### src/rtl/rtc_pkg.sv
// Shared definitions for the RTC bus reader: state encodings, register map
// and the update command written ahead of a sweep when that option is built in.
package rtc_pkg;

  localparam int SLOT_COUNT = 11;
  localparam logic [3:0] LAST_SLOT = 4'(SLOT_COUNT - 1);

  localparam logic [7:0] RTC_CMD_ADDR   = 8'hF0;
  localparam logic [7:0] RTC_CMD_UPDATE = 8'hF0;

  // Slot order: sec, min, hour, date, month, year, dow, week, tmr sec/min/hour
  localparam logic [7:0] RTC_ADDR_TABLE [SLOT_COUNT] = '{
    8'h21, 8'h22, 8'h23, 8'h24, 8'h25, 8'h26,
    8'h27, 8'h28, 8'h41, 8'h42, 8'h43
  };

  typedef enum logic [2:0] {
    PH_IDLE,
    PH_ADDR_SETUP,
    PH_ADDR_STROBE,
    PH_ADDR_HOLD,
    PH_TURN,
    PH_DATA_STROBE,
    PH_DATA_END
  } phase_e;

  typedef enum logic [1:0] {
    SEQ_IDLE,
    SEQ_CMD,
    SEQ_READ,
    SEQ_COMMIT
  } seq_e;

  function automatic logic [7:0] slot_addr(input logic [3:0] slot);
    logic [7:0] addr;
    addr = 8'h00;
    if (slot <= LAST_SLOT) addr = RTC_ADDR_TABLE[slot];
    return addr;
  endfunction

endpackage

### src/rtl/rtc_bus_phase.sv
// One multiplexed-bus access to the RTC: six equal-length phases, pins
// registered from the next phase so no decode logic reaches a pad.
//
// state           | meaning
// PH_IDLE         | bus parked, waiting for go_i
// PH_ADDR_SETUP   | address driven, a_d=0, strobes high
// PH_ADDR_STROBE  | address latched by chip (cs_n/wr_n low)
// PH_ADDR_HOLD    | strobes released, address still driven
// PH_TURN         | a_d=1; read: bus floats, write: data set up
// PH_DATA_STROBE  | cs_n low with rd_n (read) or wr_n (write)
// PH_DATA_END     | strobes released; may chain straight into next access
module rtc_bus_phase
  import rtc_pkg::*;
#(
  parameter int T_PHASE = 10
) (
  input  logic       clk,
  input  logic       reset,
  input  logic       go_i,
  input  logic [7:0] addr_i,
  input  logic       wr_sel_i,
  input  logic [7:0] wdata_i,
  output logic [7:0] ad_out_o,
  output logic       ad_oe_o,
  output logic       cs_n_o,
  output logic       rd_n_o,
  output logic       wr_n_o,
  output logic       a_d_o,
  output logic       sample_o,
  output logic       acc_done_o
);

  phase_e     phase_q, phase_d;
  logic [7:0] cnt_q, cnt_d;
  logic       wr_q, wr_d;
  logic [7:0] ad_out_q, ad_out_d;
  logic       ad_oe_q, ad_oe_d;
  logic       cs_n_q, cs_n_d;
  logic       rd_n_q, rd_n_d;
  logic       wr_n_q, wr_n_d;
  logic       a_d_q, a_d_d;
  logic       last;

  assign last = (cnt_q == 8'(T_PHASE - 1));

  always_comb begin
    phase_d  = phase_q;
    cnt_d    = cnt_q;
    wr_d     = wr_q;
    ad_out_d = ad_out_q;

    if (phase_q != PH_IDLE) cnt_d = last ? 8'd0 : cnt_q + 8'd1;

    case (phase_q)
      PH_IDLE:        if (go_i) phase_d = PH_ADDR_SETUP;
      PH_ADDR_SETUP:  if (last) phase_d = PH_ADDR_STROBE;
      PH_ADDR_STROBE: if (last) phase_d = PH_ADDR_HOLD;
      PH_ADDR_HOLD:   if (last) phase_d = PH_TURN;
      PH_TURN:        if (last) phase_d = PH_DATA_STROBE;
      PH_DATA_STROBE: if (last) phase_d = PH_DATA_END;
      PH_DATA_END:    if (last) phase_d = go_i ? PH_ADDR_SETUP : PH_IDLE;
      default:        phase_d = PH_IDLE;
    endcase

    if (go_i && (phase_q == PH_IDLE || (phase_q == PH_DATA_END && last))) begin
      wr_d     = wr_sel_i;
      ad_out_d = addr_i;
    end
    if (phase_q == PH_ADDR_HOLD && last && wr_q) ad_out_d = wdata_i;

    a_d_d   = 1'b1;
    ad_oe_d = 1'b0;
    cs_n_d  = 1'b1;
    rd_n_d  = 1'b1;
    wr_n_d  = 1'b1;
    case (phase_d)
      PH_ADDR_SETUP, PH_ADDR_HOLD: begin
        a_d_d   = 1'b0;
        ad_oe_d = 1'b1;
      end
      PH_ADDR_STROBE: begin
        a_d_d   = 1'b0;
        ad_oe_d = 1'b1;
        cs_n_d  = 1'b0;
        wr_n_d  = 1'b0;
      end
      PH_TURN, PH_DATA_END: ad_oe_d = wr_d;
      PH_DATA_STROBE: begin
        ad_oe_d = wr_d;
        cs_n_d  = 1'b0;
        rd_n_d  = wr_d;
        wr_n_d  = ~wr_d;
      end
      default: ;
    endcase
  end

  always_ff @(posedge clk or posedge reset) begin
    if (reset) begin
      phase_q  <= PH_IDLE;
      cnt_q    <= 8'd0;
      wr_q     <= 1'b0;
      ad_out_q <= 8'h00;
      ad_oe_q  <= 1'b0;
      cs_n_q   <= 1'b1;
      rd_n_q   <= 1'b1;
      wr_n_q   <= 1'b1;
      a_d_q    <= 1'b1;
    end else begin
      phase_q  <= phase_d;
      cnt_q    <= cnt_d;
      wr_q     <= wr_d;
      ad_out_q <= ad_out_d;
      ad_oe_q  <= ad_oe_d;
      cs_n_q   <= cs_n_d;
      rd_n_q   <= rd_n_d;
      wr_n_q   <= wr_n_d;
      a_d_q    <= a_d_d;
    end
  end

  assign ad_out_o   = ad_out_q;
  assign ad_oe_o    = ad_oe_q;
  assign cs_n_o     = cs_n_q;
  assign rd_n_o     = rd_n_q;
  assign wr_n_o     = wr_n_q;
  assign a_d_o      = a_d_q;
  assign sample_o   = (phase_q == PH_DATA_STROBE) && last && !wr_q;
  assign acc_done_o = (phase_q == PH_DATA_END) && last;

endmodule

### src/rtl/rtc_bus_reader.sv
// Sweeps the eleven RTC registers into shadow storage and commits them in one
// cycle. Define RTC_BUS_READER_UPDATE_CMD_EN to prefix each sweep with the update-command write.
//
// state      | meaning
// SEQ_IDLE   | waiting for start
// SEQ_CMD    | writing the transfer-update command
// SEQ_READ   | reading slot slot_q
// SEQ_COMMIT | shadow copied to datos, done pulsed
module rtc_bus_reader
  import rtc_pkg::*;
#(
  parameter int T_PHASE = 10
) (
  input  logic       clk,
  input  logic       reset,
  input  logic       start,
  input  logic [7:0] ad_in,
  output logic [7:0] ad_out,
  output logic       ad_oe,
  output logic       cs_n,
  output logic       rd_n,
  output logic       wr_n,
  output logic       a_d,
  output logic       busy,
  output logic       done,
  output logic [7:0] datos0,
  output logic [7:0] datos1,
  output logic [7:0] datos2,
  output logic [7:0] datos3,
  output logic [7:0] datos4,
  output logic [7:0] datos5,
  output logic [7:0] datos6,
  output logic [7:0] datos7,
  output logic [7:0] datos8,
  output logic [7:0] datos9,
  output logic [7:0] datos10
);

`ifdef RTC_BUS_READER_UPDATE_CMD_EN
  localparam bit CMD_EN = 1'b1;
`else
  localparam bit CMD_EN = 1'b0;
`endif

  seq_e       state_q, state_d;
  logic [3:0] slot_q, slot_d;
  logic       busy_q, done_q;
  logic [7:0] shadow_q [SLOT_COUNT];
  logic [7:0] datos_q  [SLOT_COUNT];

  logic       go;
  logic [7:0] acc_addr;
  logic       acc_wr;
  logic       sample;
  logic       acc_done;

  always_comb begin
    state_d  = state_q;
    slot_d   = slot_q;
    go       = 1'b0;
    acc_addr = slot_addr(slot_q);
    acc_wr   = 1'b0;

    case (state_q)
      SEQ_IDLE: begin
        if (start) begin
          go     = 1'b1;
          slot_d = 4'd0;
          if (CMD_EN) begin
            state_d  = SEQ_CMD;
            acc_addr = RTC_CMD_ADDR;
            acc_wr   = 1'b1;
          end else begin
            state_d  = SEQ_READ;
            acc_addr = slot_addr(4'd0);
          end
        end
      end
      SEQ_CMD: begin
        if (acc_done) begin
          go       = 1'b1;
          state_d  = SEQ_READ;
          acc_addr = slot_addr(4'd0);
        end
      end
      SEQ_READ: begin
        if (acc_done) begin
          if (slot_q == LAST_SLOT) begin
            state_d = SEQ_COMMIT;
          end else begin
            go       = 1'b1;
            slot_d   = slot_q + 4'd1;
            acc_addr = slot_addr(slot_q + 4'd1);
          end
        end
      end
      SEQ_COMMIT: state_d = SEQ_IDLE;
      default:    state_d = SEQ_IDLE;
    endcase
  end

  // Commit loads on entry so datos and done appear together in the COMMIT cycle.
  always_ff @(posedge clk or posedge reset) begin
    if (reset) begin
      state_q <= SEQ_IDLE;
      slot_q  <= 4'd0;
      busy_q  <= 1'b0;
      done_q  <= 1'b0;
      for (int i = 0; i < SLOT_COUNT; i++) begin
        shadow_q[i] <= 8'h00;
        datos_q[i]  <= 8'h00;
      end
    end else begin
      state_q <= state_d;
      slot_q  <= slot_d;
      busy_q  <= (state_d != SEQ_IDLE);
      done_q  <= (state_d == SEQ_COMMIT);
      if (sample && state_q == SEQ_READ) shadow_q[slot_q] <= ad_in;
      if (state_d == SEQ_COMMIT) begin
        for (int i = 0; i < SLOT_COUNT; i++) datos_q[i] <= shadow_q[i];
      end
    end
  end

  rtc_bus_phase #(
    .T_PHASE (T_PHASE)
  ) u_phase (
    .clk        (clk),
    .reset      (reset),
    .go_i       (go),
    .addr_i     (acc_addr),
    .wr_sel_i   (acc_wr),
    .wdata_i    (RTC_CMD_UPDATE),
    .ad_out_o   (ad_out),
    .ad_oe_o    (ad_oe),
    .cs_n_o     (cs_n),
    .rd_n_o     (rd_n),
    .wr_n_o     (wr_n),
    .a_d_o      (a_d),
    .sample_o   (sample),
    .acc_done_o (acc_done)
  );

  assign busy    = busy_q;
  assign done    = done_q;
  assign datos0  = datos_q[0];
  assign datos1  = datos_q[1];
  assign datos2  = datos_q[2];
  assign datos3  = datos_q[3];
  assign datos4  = datos_q[4];
  assign datos5  = datos_q[5];
  assign datos6  = datos_q[6];
  assign datos7  = datos_q[7];
  assign datos8  = datos_q[8];
  assign datos9  = datos_q[9];
  assign datos10 = datos_q[10];

endmodule

### config.mk
export PLATFORM = sky130hd
export DESIGN_NAME = rtc_bus_reader
export DESIGN_NICKNAME = d
export VERILOG_FILES = /design/src/rtl/rtc_pkg.sv /design/src/rtl/rtc_bus_phase.sv /design/src/rtl/rtc_bus_reader.sv
export SDC_FILE = /design/constraint.sdc
export NUM_CORES = 1
export LEC_CHECK = 0
export BUFFER_PORTS_ARGS = -buffer_cell sky130_fd_sc_hd__buf_4
export CORE_AREA = 2 2 171 173
export DETAILED_ROUTE_END_ITERATION = 6
export DIE_AREA = 0 0 173 175
export PLACE_DENSITY_LB_ADDON = 0.12
export SYNTH_ARGS = -nofsm -noshare
export SYNTH_HDL_FRONTEND = slang
export SYNTH_SLANG_ARGS = --single-unit
### constraint.sdc
create_clock -name clk -period 16.05 [get_ports clk]
set_input_delay 2.4075 -clock clk [delete_from_list [all_inputs] [get_ports clk]]
set_output_delay 2.4075 -clock clk [all_outputs]
set_load 0.05 [all_outputs]
==> impl_summary.log, run 1 <==
INFO  metric outcome = completed
INFO  metric postSynthNetCount = 592
INFO  metric number_of_max_cap_violations = 0
INFO  metric vias = 4999
INFO  metric gp_congestion = 0.7719
INFO  metric synth_enable_flop_cells = 0
INFO  metric seqCellArea = 5210 um2
INFO  metric worstPathRequired = 16.55 ns
INFO  metric worst_ep_arrival_time = 4.20 ns
INFO  metric crit_top_cell = buf_4
INFO  metric post-cts-setup-buffer-count = 0
INFO  metric global_route_wire_length_before_repair = 31310 um
INFO  metric r2r.worst_path.cells = 7
INFO  metric worst_skew_pair.late_latency = 0.53 ns
INFO  metric post_synth.cell_area_avg = 14.79 um2
INFO  metric vias_per_cell = 4.603
INFO  metric detail_route.drc_violations = 0
INFO  metric leading_area_contributor_after_synthesis = dfrtp_1
INFO  metric finalNetCount = 706
INFO  metric cp_cell_sequence = buf_4 > inv_8 > buf_4
INFO  metric cts_made_buffers = 25
INFO  metric hold_buffers = 0
INFO  metric cell_at_the_root_of_the_clock_tree = clkbuf_16
INFO  metric worst_path_largest_cell_delay = 0.87 ns
INFO  metric num_rows = 62
INFO  metric routed_wirelength = 19840 um
INFO  metric synth.lib_cells_used.distinct = 52
INFO  metric report.final.hold_viol_count = 0
INFO  metric largest_register_ff_count = 88
INFO  metric tritoncts_num_sinks = 208
INFO  metric ant_nets = 0
INFO  metric num-fill-cells = 2763
INFO  metric dieArea = 30280 um2
INFO  metric hold_path.class = reg2reg
INFO  metric timing.max_slew.rel_slack = 34.04%
INFO  metric setup.worst_path.end_class = async pin
INFO  metric syn_inst = 571
INFO  metric grt.overflow.total = 0
INFO  metric area_growth_syn_to_fin = 23.87%
INFO  metric fp.dieW = 173 um
INFO  metric first_global_vias = 5230
INFO  metric dp_hpwl = 12820 um
INFO  metric setup-violations-final = 0
INFO  metric initial_core_utilization = 29.74%
INFO  metric htree_num_levels = 1
INFO  metric asyncSetResetFlopFracSynth = 100.0%
INFO  metric tightest_slew = 0.9895 ns
INFO  metric syn_area = 8443 um2
INFO  metric holdWs = 0.4818 ns
INFO  metric r2r_slack = 12.91 ns
INFO  metric fp.coreArea = 28390 um2
INFO  metric floorplan.die.height = 175 um
INFO  metric finalClockSkew = 0.01642 ns
INFO  metric time_the_final_worst_path_needs_with_i_o_delays_and_setup = 3.705 ns
INFO  metric timing.setup.critical_path_class = in2async
INFO  metric pwr_density_cell = 105.5 nW/um2
INFO  metric clk_transition_reported_paths = 0.06 ns
INFO  metric grt_total_usage = 13.16%
INFO  metric drt-pass1-iter-count = 4
INFO  metric synth_top_area_share = 60.46%
INFO  metric grt_antenna_before_repair = 0
INFO  metric fin_crit_sh = 23.08%
INFO  metric regToRegStartpoint = u_phase.cnt_q[1]
INFO  metric antennaDiodeCount = 0
INFO  metric mostFrequentLayoutCell = dfrtp_1
INFO  metric io_count = 114
INFO  metric final_max_slew_viol_count = 0
INFO  metric max_flop_register = shadow_q
INFO  metric r2r-end = datos10[0]
INFO  metric routed_wire_length_per_instance = 18.27 um
INFO  metric power.ir.vdd_worst = 0.06257 mV
INFO  metric port_buffers = 113
INFO  metric leakage = 5.128 nW
INFO  metric most_frequent_cells_in_the_layout = 204 x dfrtp_1, 137 x mux2_2, 115 x buf_4
INFO  metric post_cts_resized = 0
INFO  metric dr.first_iter.drc_count = 210
INFO  metric critical_path.endpoint = u_phase.cnt_q[5]
INFO  metric combined_area_of_the_multi_input_logic_cells = 3088 um2
INFO  metric rsz_0062_raised_after_global_routing = no
INFO  metric crit_fanout = 132
INFO  metric drive_above_1_share = 45.16%
INFO  metric crit_slowest_cell = buf_4
INFO  metric synth.yosys.seq_area_share = 61.71%
INFO  metric synthFlopType = dfrtp_1
INFO  metric most_area_consuming_cells_after_synthesis = dfrtp_1 60%, mux2_2 18%, mux2_1 4.4%, ha_1 1.5%, mux2_4 1.4%
INFO  metric placed_area = 9679 um2
INFO  metric setup_tns = 0 ns
INFO  metric start_kind = input pin
INFO  metric cts_tree = yes
INFO  metric finish.instance_area = 10460 um2
INFO  metric clock_path_buffers = 3
INFO  metric grt_start_max_net_pins = 133
INFO  metric f_max = 269.9 MHz
INFO  metric synth_warnings = 0
INFO  metric ys_seq_elements = 208
INFO  metric startpoint = reset
-- kinds of logic after synthesis --
family          Yosys count  share of synthesized area, %
flops                   208                         61.71
compound gates           50                         3.853
buf+inv                  36                         1.778
mux                     180                         24.33
xor+xnor                  6                        0.6224
fa+ha+maj                10                         1.482
simple gates             81                         6.224
-- stage by stage --
step,total power (W),setup WS [ns],instances,util [%]
6_report,0.001103,12.35,1086,36.84
3_3_place_gp,0.0005801,11.80,1042,34.09
3_5_place_dp,0.0005818,11.71,1042,34.09
5_1_grt,0.001151,12.02,1086,36.84
2_1_floorplan,0.0005688,7.968,571,-
4_1_cts,0.001124,12.26,1086,36.84
-- critical path, delay by kind of cell --
kind / cells / cell delay (ns)
buffers and inverters: 3 / 1.57
-- layer usage --
| metal | global-route usage, % | share of wire (%) |
|---|---|---|
| met1 | 17.19 | 44 |
| met2 | 22.43 | 50 |
| met3 | 2.524 | 4.8 |
| met4 | 3.460 | 1.7 |
| met5 | 0 | 0 |
-- power breakdown --
part / switching [W] / internal [W] / leakage [nW] / total, W
clock network: 0.000217 / 0.000315 / 0.389 / 0.000532
logic: 0.0000185 / 0.0000106 / 2.10 / 0.0000292
registers: 0.00000559 / 0.000536 / 2.63 / 0.000542
total: 0.000242 / 0.000862 / 5.13 / 0.00110
-- cell type report --
class                           count  area share (%)
Sequential cell                   208           49.81
Multi-Input combinational cell    327           29.52
Timing Repair Buffer              115           8.255
Clock buffer                       38           7.022
Tap cell                          384           4.594
Clock inverter                      6          0.4307
Inverter                            8          0.3589
-- cell usage after synthesis (all sizes together), types with 4 or more instances --
library cell / instances
nor2: 17
buf: 10
ha: 10
dfstp: 4
inv: 8
clkbuf: 18
a21oi: 11
dfrtp: 204
o21ai: 12
nor3: 6
mux2: 178
nand2: 22
a31oi: 5
xnor2: 6
nand3: 8
nor4: 4
nand2b: 4
-- worst min-delay path by stage --
| stage | start | end | slack [ns] | cells after the start |
|---|---|---|---|---|
| floorplan | shadow_q[80] | datos0[0] | 0.45 | 1 |
| global placement | shadow_q[77] | datos1[5] | 0.46 | 1 |
| detailed placement | shadow_q[22] | datos8[6] | 0.47 | 1 |
| CTS | shadow_q[22] | datos8[6] | 0.48 | 1 |
| global route | shadow_q[6] | datos10[6] | 0.50 | 1 |
| finish | shadow_q[22] | datos8[6] | 0.48 | 1 |
Note: power is estimated with default switching activity, not from simulation.
==> run 2: changes to the inputs <==
--- a/config.mk
+++ b/config.mk
@@ -5,10 +5,11 @@
 export SDC_FILE = /design/constraint.sdc
 export NUM_CORES = 1
 export LEC_CHECK = 0
+export ABC_AREA = 1
 export BUFFER_PORTS_ARGS = -buffer_cell sky130_fd_sc_hd__buf_4
-export CORE_AREA = 2 2 171 173
+export CORE_AREA = 2 2 170 172
 export DETAILED_ROUTE_END_ITERATION = 6
-export DIE_AREA = 0 0 173 175
+export DIE_AREA = 0 0 172 174
 export PLACE_DENSITY_LB_ADDON = 0.12
 export SYNTH_ARGS = -nofsm -noshare
 export SYNTH_HDL_FRONTEND = slang
==> constraint.sdc (replaced) <==
create_clock -name clk -period 3.89 [get_ports clk]
set_input_delay 0.5835 -clock clk [delete_from_list [all_inputs] [get_ports clk]]
set_output_delay 0.5835 -clock clk [all_outputs]
set_load 0.05 [all_outputs]
==> run 2 against run 1 <==
Against the previous run:
- sequential power rose to 4.0 times the previous value
- flip-flop and latch count did not move
- sequential share of layout area rose by 0.37 points
- non-clock buffer count rose by 5
- hold slack got worse by 0.44 ns
- wire length rose by 5.5%
- utilization fell by 0.072 points
- clock-buffer cell count rose by 2
- critical path depth rose by 8
- die area fell by 1.1%
- critical path type is now reg2reg
==> impl_summary.log, run 2 <==
INFO  metric tightest_slew = 0.6962 ns (was 0.9895 ns)
INFO  metric asyncSetResetFlopFracSynth = 100.0% (unchanged)
INFO  metric num_rows = 62 (unchanged)
INFO  metric detail_route.drc_violations = 0 (unchanged)
INFO  metric synth_top_area_share = 61.72% (was 60.46%)
INFO  metric clock_path_buffers = 3 (unchanged)
INFO  metric antennaDiodeCount = 0 (unchanged)
INFO  metric post_cts_resized = 0 (unchanged)
INFO  metric gp_congestion = 0.8772 (was 0.7719)
INFO  metric routed_wire_length_per_instance = 14.72 um (was 18.27 um)
INFO  metric most_frequent_cells_in_the_layout = 391 x nand2_1, 204 x dfrtp_1, 116 x buf_4 (was 204 x dfrtp_1, 137 x mux2_2, 115 x buf_4)
INFO  metric power.share.sequential = 46.5% (was 49.1%)
INFO  metric first_global_vias = 6258 (was 5230)
INFO  metric final_max_slew_viol_count = 0 (unchanged)
INFO  metric mostFrequentLayoutCell = nand2_1 (was dfrtp_1)
INFO  metric combined_area_of_the_multi_input_logic_cells = 2629 um2 (was 3088 um2)
INFO  metric r2r_slack = 1.50 ns (was 12.91 ns)
INFO  metric routed_wirelength = 20930 um (was 19840 um)
INFO  metric grt_start_max_net_pins = 85 (was 133)
INFO  metric grt_total_usage = 14.23% (was 13.16%)
INFO  metric post_synth.cell_area_avg = 9.170 um2 (was 14.79 um2)
INFO  metric num-fill-cells = 2992 (was 2763)
INFO  metric grt.overflow.total = 0 (unchanged)
INFO  metric postSynthNetCount = 924 (was 592)
INFO  metric power.ir.vdd_worst = 0.2875 mV (was 0.06257 mV)
INFO  metric finalClockSkew = 0.01414 ns (was 0.01642 ns)
INFO  metric cts_made_buffers = 25 (unchanged)
INFO  metric largest_register_ff_count = 88 (unchanged)
INFO  metric max_flop_register = shadow_q (unchanged)
INFO  metric setup.worst_path.end_class = register (was async pin)
INFO  metric report.power.total = 0.004652 W (was 0.001103 W)
INFO  metric leakage = 5.605 nW (was 5.128 nW)
INFO  metric time_the_final_worst_path_needs_with_i_o_delays_and_setup = 2.392 ns
INFO  metric regToRegStartpoint = slot_q[0] (was u_phase.cnt_q[1])
INFO  metric synth.lib_cells_used.distinct = 26 (was 52)
INFO  metric holdWs = 0.04055 ns (was 0.4818 ns)
INFO  metric pre_cts_ws = 1.514 ns (was 11.71 ns)
INFO  metric seqCellArea = 5210 um2 (unchanged)
INFO  metric pwr_density_cell = 448.1 nW/um2 (was 105.5 nW/um2)
INFO  metric vias_per_cell = 4.316 (was 4.603)
INFO  metric report.final.hold_viol_count = 0 (unchanged)
INFO  metric switch_pwr = 0.0009678 W (was 0.0002415 W)
INFO  metric synth_warnings = 0 (unchanged)
INFO  metric leading_area_contributor_after_synthesis = dfrtp_1 (unchanged)
INFO  metric cell_internal_pwr = 0.003684 W (was 0.0008617 W)
INFO  metric syn_inst = 902 (was 571)
INFO  metric synthTopCellsByCount = 391 x nand2_1, 204 x dfrtp_1, 93 x o21ai_0, 62 x inv_1, 35 x nand3_1 (was 204 x dfrtp_1, 137 x mux2_2, 33 x mux2_1, 18 x clkbuf_1, 17 x nor2_1)
INFO  metric vias = 6138 (was 4999)
INFO  metric finalNetCount = 1041 (was 706)
INFO  metric setup-violations-final = 0 (unchanged)
INFO  metric placed_area = 9512 um2 (was 9679 um2)
INFO  metric cts_tree = yes (unchanged)
INFO  metric timing.setup.critical_path_class = reg2reg (was in2async)
INFO  metric tritoncts_num_sinks = 208 (unchanged)
INFO  metric most_area_consuming_cells_after_synthesis = dfrtp_1 62%, nand2_1 18%, o21ai_0 5.6%, inv_1 2.8%, nand3_1 2.1% (was dfrtp_1 60%, mux2_2 18%, mux2_1 4.4%, ha_1 1.5%, mux2_4 1.4%)
INFO  metric rsz_0062_raised_after_global_routing = no (unchanged)
INFO  metric start_kind = register (was input pin)
INFO  metric syn_area = 8272 um2 (was 8443 um2)
INFO  metric synth_enable_flop_cells = 0 (unchanged)
INFO  metric hold_buffers = 0 (unchanged)
INFO  metric global_route_wire_length_before_repair = 33710 um (was 31310 um)
INFO  metric cell_with_the_most_instances_after_synthesis = nand2_1 (was dfrtp_1)
INFO  metric fp.coreArea = 28240 um2 (was 28390 um2)
INFO  metric worst_skew_pair.late_latency = 0.52 ns (was 0.53 ns)
INFO  metric floorplan.die.height = 174 um (was 175 um)
INFO  metric htree_num_levels = 1 (unchanged)
INFO  metric synth.yosys.seq_area_share = 62.99% (was 61.71%)
INFO  metric timing.final.ws_setup = 1.498 ns (was 12.35 ns)
INFO  metric dieArea = 29930 um2 (was 30280 um2)
INFO  metric grt_antenna_before_repair = 0 (unchanged)
INFO  metric r2r.worst_path.cells = 11 (was 7)
INFO  metric cell_at_the_root_of_the_clock_tree = clkbuf_16 (unchanged)
INFO  metric drt-pass1-iter-count = 5 (was 4)
INFO  metric timing.max_slew.rel_slack = 53.54% (was 34.04%)
INFO  metric initial_core_utilization = 29.29% (was 29.74%)
INFO  metric ant_nets = 0 (unchanged)
INFO  metric port_buffers = 113 (unchanged)
INFO  metric area_growth_syn_to_fin = 25.50% (was 23.87%)
INFO  metric synthFlopType = dfrtp_1 (unchanged)
INFO  metric outcome = completed (unchanged)
INFO  metric io_count = 114 (unchanged)
INFO  metric netSwitchingFraction = 20.80% (was 21.89%)
INFO  metric ys_seq_elements = 208 (unchanged)
INFO  metric clk_transition_reported_paths = 0.06 ns (about the same)
INFO  metric critical_path.endpoint = u_phase.ad_oe_o (was u_phase.cnt_q[5])
INFO  metric finish.instance_area = 10380 um2 (was 10460 um2)
INFO  metric crit_fanout = 9 (was 132)
INFO  metric fin_crit_sh = 61.48%
INFO  metric dp_hpwl = 13570 um (was 12820 um)
INFO  metric startpoint = slot_q[0] (was reset)
INFO  metric r2r-end = u_phase.ad_oe_o (was datos10[0])
INFO  metric hold_path.class = in2async (was reg2reg)
INFO  metric clock_network_fraction_of_design_power = 51.7% (was 48.3%)
INFO  metric post-cts-setup-buffer-count = 0 (unchanged)
INFO  metric dr.first_iter.drc_count = 344 (was 210)
INFO  metric number_of_max_cap_violations = 0 (unchanged)
INFO  metric fp.dieW = 172 um (was 173 um)
INFO  metric f_max = 418.1 MHz
INFO  metric worst_ep_arrival_time = 2.78 ns (was 4.20 ns)
INFO  metric setup_tns = 0 ns (unchanged)
INFO  metric worstPathRequired = 4.28 ns (was 16.55 ns)
INFO  metric p_comb_share = 1.8% (was 2.6%)
INFO  metric drive_above_1_share = 16.47% (was 45.16%)
[run 2: stage by stage]
step | instances | utilization, %
floorplan | 902 | -
global placement | 1376 | 33.68
detailed placement | 1376 | 33.68
CTS | 1422 | 36.76
global route | 1422 | 36.76
finish | 1422 | 36.76
[run 2: final cells by class]
| type | count | share of cell area, % |
|---|---|---|
| well taps | 384 | 4.628 |
| flip-flops and latches | 208 | 50.19 |
| clock inverters | 6 | 0.8437 |
| repair buffers | 120 | 9.160 |
| multi-input cells | 601 | 25.32 |
| clock buffers | 40 | 7.533 |
| inverters | 63 | 2.326 |
[run 2: cell families after synthesis]
| kind of cell | Yosys count | share of synthesized area, % |
|---|---|---|
| xor gates and xnor gates | 4 | 0.4235 |
| adders and majority gates | 11 | 1.664 |
| buffers and inverters | 93 | 5.234 |
| AOI/OAI and AO/OA | 117 | 7.215 |
| and+or+nand+nor | 469 | 22.48 |
| DFF | 208 | 62.99 |
[run 2: critical path: stages, from the launching register on]
cell     delay, ns
dfrtp_1       0.49
inv_1         0.21
ha_1          0.28
nand3_1       0.22
nand2_1       0.15
nand2_1       0.06
nand3_1       0.06
nand2_1       0.05
nand2_1       0.25
nand2_1       0.16
o21ai_0       0.26
nand2_1       0.08
[run 2: how the worst min path moves through the flow]
| stage | startpoint | end | cells past startpoint |
|---|---|---|---|
| 6_report | reset | shadow_q[66] | 2 |
| 4_1_cts | reset | shadow_q[66] | 2 |
| 2_1_floorplan | shadow_q[0] | datos10[0] | 2 |
| 3_5_place_dp | shadow_q[39] | datos6[7] | 2 |
| 3_3_place_gp | datos4[5] | datos4[5] | 2 |
| 5_1_grt | reset | shadow_q[66] | 2 |
[run 2: power groups by stage]
stage	clock (W)	combinational, W	sequential, W
2_1_floorplan	0	0.0000403	0.00220
3_3_place_gp	0	0.0000895	0.00220
3_5_place_dp	0	0.0000891	0.00220
4_1_cts	0.00249	0.0000890	0.00216
5_1_grt	0.00257	0.0000972	0.00216
6_report	0.00240	0.0000833	0.00217
[run 2: metal layers]
metal  GRT usage (%)  vias up  part of all wire (%)
met2           22.24      137                    44
met4           4.447        0                   3.2
met5               0        -                     0
li1                -     3079                     -
met3           2.436       41                   4.2
met1           20.13     2881                    48
==> run 3: changes to the inputs <==
==> constraint.sdc (replaced) <==
create_clock -name clk -period 2 [get_ports clk]
set_input_delay 0.3 -clock clk [delete_from_list [all_inputs] [get_ports clk]]
set_output_delay 0.3 -clock clk [all_outputs]
set_load 0.05 [all_outputs]
==> run 3 against run 2 <==
Against the previous run:
- clock power rose by 75%
- power rose by 85%
- sequential power rose by 94%
- non-clock buffer count rose by 39
- wire length fell by 0.63%
- clock-buffer cell count fell by 3
- final cell count rose by 2.6%
- clock skew rose by 0.00083 ns
- worst setup slack got worse by 1.3 ns
- via count rose by 1.6%
- register-to-register slack got worse by 1.3 ns
- die area did not move
- largest power group is now registers
==> impl_summary.log, run 3 (synthesized netlist as in run 2, its figures left out) <==
INFO  metric pwr_density_cell = 807.1 nW/um2 (was 448.1 nW/um2)
INFO  metric max_flop_register = shadow_q (unchanged)
INFO  metric htree_num_levels = 1 (unchanged)
INFO  metric port_buffers = 113 (unchanged)
INFO  metric num-fill-cells = 2954 (was 2992)
INFO  metric most_frequent_cells_in_the_layout = 389 x nand2_1, 204 x dfrtp_1, 142 x buf_4 (was 391 x nand2_1, 204 x dfrtp_1, 116 x buf_4)
INFO  metric cp_cell_sequence = inv_1 > ha_1 > nand3_1 > nor2_2 > nand2_2 > nor3_4 > clkinv_2 > buf_12 > nand2_1 > o21ai_0 (was inv_1 > ha_1 > nand3_1 > nand2_1 > nand2_1 > nand3_1 > nand2_1 > nand2_1 > nand2_1 > o21ai_0 > nand2_1)
INFO  metric power.ir.vdd_worst = 0.4646 mV (was 0.2875 mV)
INFO  metric setup.worst_path.end_class = register (unchanged)
INFO  metric dr.first_iter.drc_count = 360 (was 344)
INFO  metric worstPathRequired = 2.39 ns (was 4.28 ns)
INFO  metric placed_cells_incl_taps = 1405 (was 1376)
INFO  metric timing.setup.critical_path_class = reg2reg (unchanged)
INFO  metric launch_instance_of_the_worst_min_delay_path = start
INFO  metric fp.dieW = 172 um (unchanged)
INFO  metric cell_at_the_root_of_the_clock_tree = clkbuf_16 (unchanged)
INFO  metric outcome = completed (unchanged)
INFO  metric path_buf_inv = 3 (was 1)
INFO  metric routed_wire_length_per_instance = 14.26 um (was 14.72 um)
INFO  metric tightest_slew = 0.5831 ns (was 0.6962 ns)
INFO  metric rsz_0062_raised_after_global_routing = yes (was no)
INFO  metric global_route_wire_length_before_repair = 33790 um (was 33710 um)
INFO  metric worst_path_largest_cell_delay = 0.39 ns (was 0.49 ns)
INFO  metric detail_route.drc_violations = 0 (unchanged)
INFO  metric number_of_max_cap_violations = 0 (unchanged)
INFO  metric grt_total_usage = 14.16% (was 14.23%)
INFO  metric vias_per_cell = 4.273 (was 4.316)
INFO  metric setup-violations-final = 0 (unchanged)
INFO  metric report.final.hold_viol_count = 0 (unchanged)
INFO  metric finalNetCount = 1079 (was 1041)
INFO  metric holdWs = 0.08689 ns (was 0.04055 ns)
INFO  metric first_global_vias = 6273 (was 6258)
INFO  metric hold_path_end = busy
INFO  metric mostFrequentLayoutCell = nand2_1 (unchanged)
INFO  metric timing.max_slew.rel_slack = 61.09% (was 53.54%)
INFO  metric fp.coreArea = 28240 um2 (unchanged)
INFO  metric clock_path_buffers = 3 (unchanged)
INFO  metric min_delay_path_depth = 3
INFO  metric grt.overflow.total = 0 (unchanged)
INFO  metric grt_antenna_before_repair = 0 (unchanged)
INFO  metric r2r-end = datos3[0] (was u_phase.ad_oe_o)
INFO  metric tritoncts_num_sinks = 208 (unchanged)
INFO  metric finalClockSkew = 0.01497 ns (was 0.01414 ns)
INFO  metric cts_tree = yes (unchanged)
INFO  metric r2r.worst_path.cells = 10 (was 11)
INFO  metric f_max = 543.5 MHz (was 418.1 MHz)
INFO  metric dieArea = 29930 um2 (unchanged)
INFO  metric time_the_final_worst_path_needs_with_i_o_delays_and_setup = 1.840 ns (was 2.392 ns)
INFO  metric final_max_slew_viol_count = 0 (unchanged)
INFO  metric num_rows = 62 (unchanged)
INFO  metric area_growth_syn_to_fin = 28.57% (was 25.50%)
INFO  metric io_count = 114 (unchanged)
INFO  metric fin_crit_sh = 92.00% (was 61.48%)
INFO  metric grt_start_max_net_pins = 71 (was 85)
INFO  metric largest_register_ff_count = 88 (unchanged)
INFO  metric antennaDiodeCount = 0 (unchanged)
INFO  metric leakage = 5.749 nW (was 5.605 nW)
INFO  metric cpLargestDelayFamily = simple AND/OR/NAND/NOR gates (unchanged)
INFO  metric worst_skew_pair.late_latency = 0.51 ns (was 0.52 ns)
INFO  metric crit_fanout = 64 (was 9)
INFO  metric regToRegStartpoint = u_phase.cnt_q[1] (was slot_q[0])
INFO  metric ant_nets = 0 (unchanged)
INFO  metric hold_path.class = in2reg (was in2async)
INFO  metric initial_core_utilization = 29.29% (unchanged)
INFO  metric clk_transition_reported_paths = 0.06 ns (about the same)
INFO  metric worst_ep_arrival_time = 2.23 ns (was 2.78 ns)
INFO  metric vias = 6234 (was 6138)
INFO  metric r2r_slack = 0.16 ns (was 1.50 ns)
INFO  metric drive_above_1_share = 18.70% (was 16.47%)
INFO  metric cts_made_buffers = 24 (was 25)
INFO  metric routed_wirelength = 20800 um (was 20930 um)
INFO  metric crit_slowest_cell = dfrtp_1 (unchanged)
INFO  metric start_kind = register (unchanged)
INFO  metric gp_congestion = 0.8206 (was 0.8772)
INFO  metric drt-pass1-iter-count = 4 (was 5)
INFO  metric report.power.total = 0.008584 W (was 0.004652 W)
INFO  metric finalNonFillerCells = 1459 (was 1422)
INFO  metric floorplan.die.height = 174 um (unchanged)
INFO  metric dp_hpwl = 13760 um (was 13570 um)
==> run 3: cell count changes in the layout (fill, tap and decap cells not counted), moves of 2 or more <==
cell and delta:
nand2_1 -2, clkbuf_8 -3, buf_4 +26, inv_6 -2
clkinv_2 +4, dlygate4sd3_1 +9, bufinv_16 -2, nand2_2 +2
buf_6 +2
==> run 3: tightest hold or removal path: stages <==
cell     delay, ns
buf_4         0.12
inv_1         0.05
a21oi_1       0.08
==> run 3: cell type report <==
cell class	instances	area [um2]	share of cell area (%)
well taps	384	480.5	4.518
multi-input cells	601	2634	24.76
clock buffers	37	719.4	6.765
inverters	63	241.5	2.271
clock inverters	7	46.29	0.4353
repair buffers	159	1304	12.26
flip-flops and latches	208	5210	48.99
==> run 3: report_power, final <==
part,total (W),internal (W),switching (W)
Clock,0.00420,0.00247,0.00172
Combinational,0.000174,0.0000407,0.000134
Sequential,0.00421,0.00421,0
Total,0.00858,0.00673,0.00186
==> run 3: metrics by stage <==
stage / instance area, um2 / setup TNS, ns / util (%) / setup slack, ns
4_1_cts: 10600 / 0 / 37.54 / 0.06630
2_1_floorplan: 8278 / -204.61 / - / -0.9970
3_5_place_dp: 9744 / 0 / 34.51 / 0.06368
3_3_place_gp: 9744 / 0 / 34.51 / 0.08096
6_report: 10640 / 0 / 37.66 / 0.1600
5_1_grt: 10640 / -0.7197 / 37.66 / -0.05511
==> run 3: worst max-delay path by stage <==
| stage | start | cells after the start | slack, ns | endpoint |
|---|---|---|---|---|
| final | u_phase.cnt_q[1] | 10 | 0.16 | datos3[0] |
| after global routing | u_phase.cnt_q[1] | 10 | -0.06 | datos3[3] |
| after CTS | u_phase.cnt_q[1] | 10 | 0.07 | datos3[0] |
| after detailed placement | u_phase.cnt_q[1] | 10 | 0.06 | datos3[0] |
| after global placement | state_q[0] | 8 | 0.08 | shadow_q[34] |
| after floorplan | reset | 1 | -1.0 | busy |
==> run 3: per-layer routing <==
metal,vias to the layer above,wire length [um],GRT usage [%]
met4,0,319,3.186
met2,110,9465,22.89
met3,27,878,2.413
met5,-,0,0
li1,3157,-,-
met1,2940,10140,19.89
==> run 3: timing repair <==
item	CTS	global route
resized for setup	0	4
hold buffers	9	0
setup endpoints to repair	0	143
endpoints found under the hold margin	18	0
buffers inserted	0	0
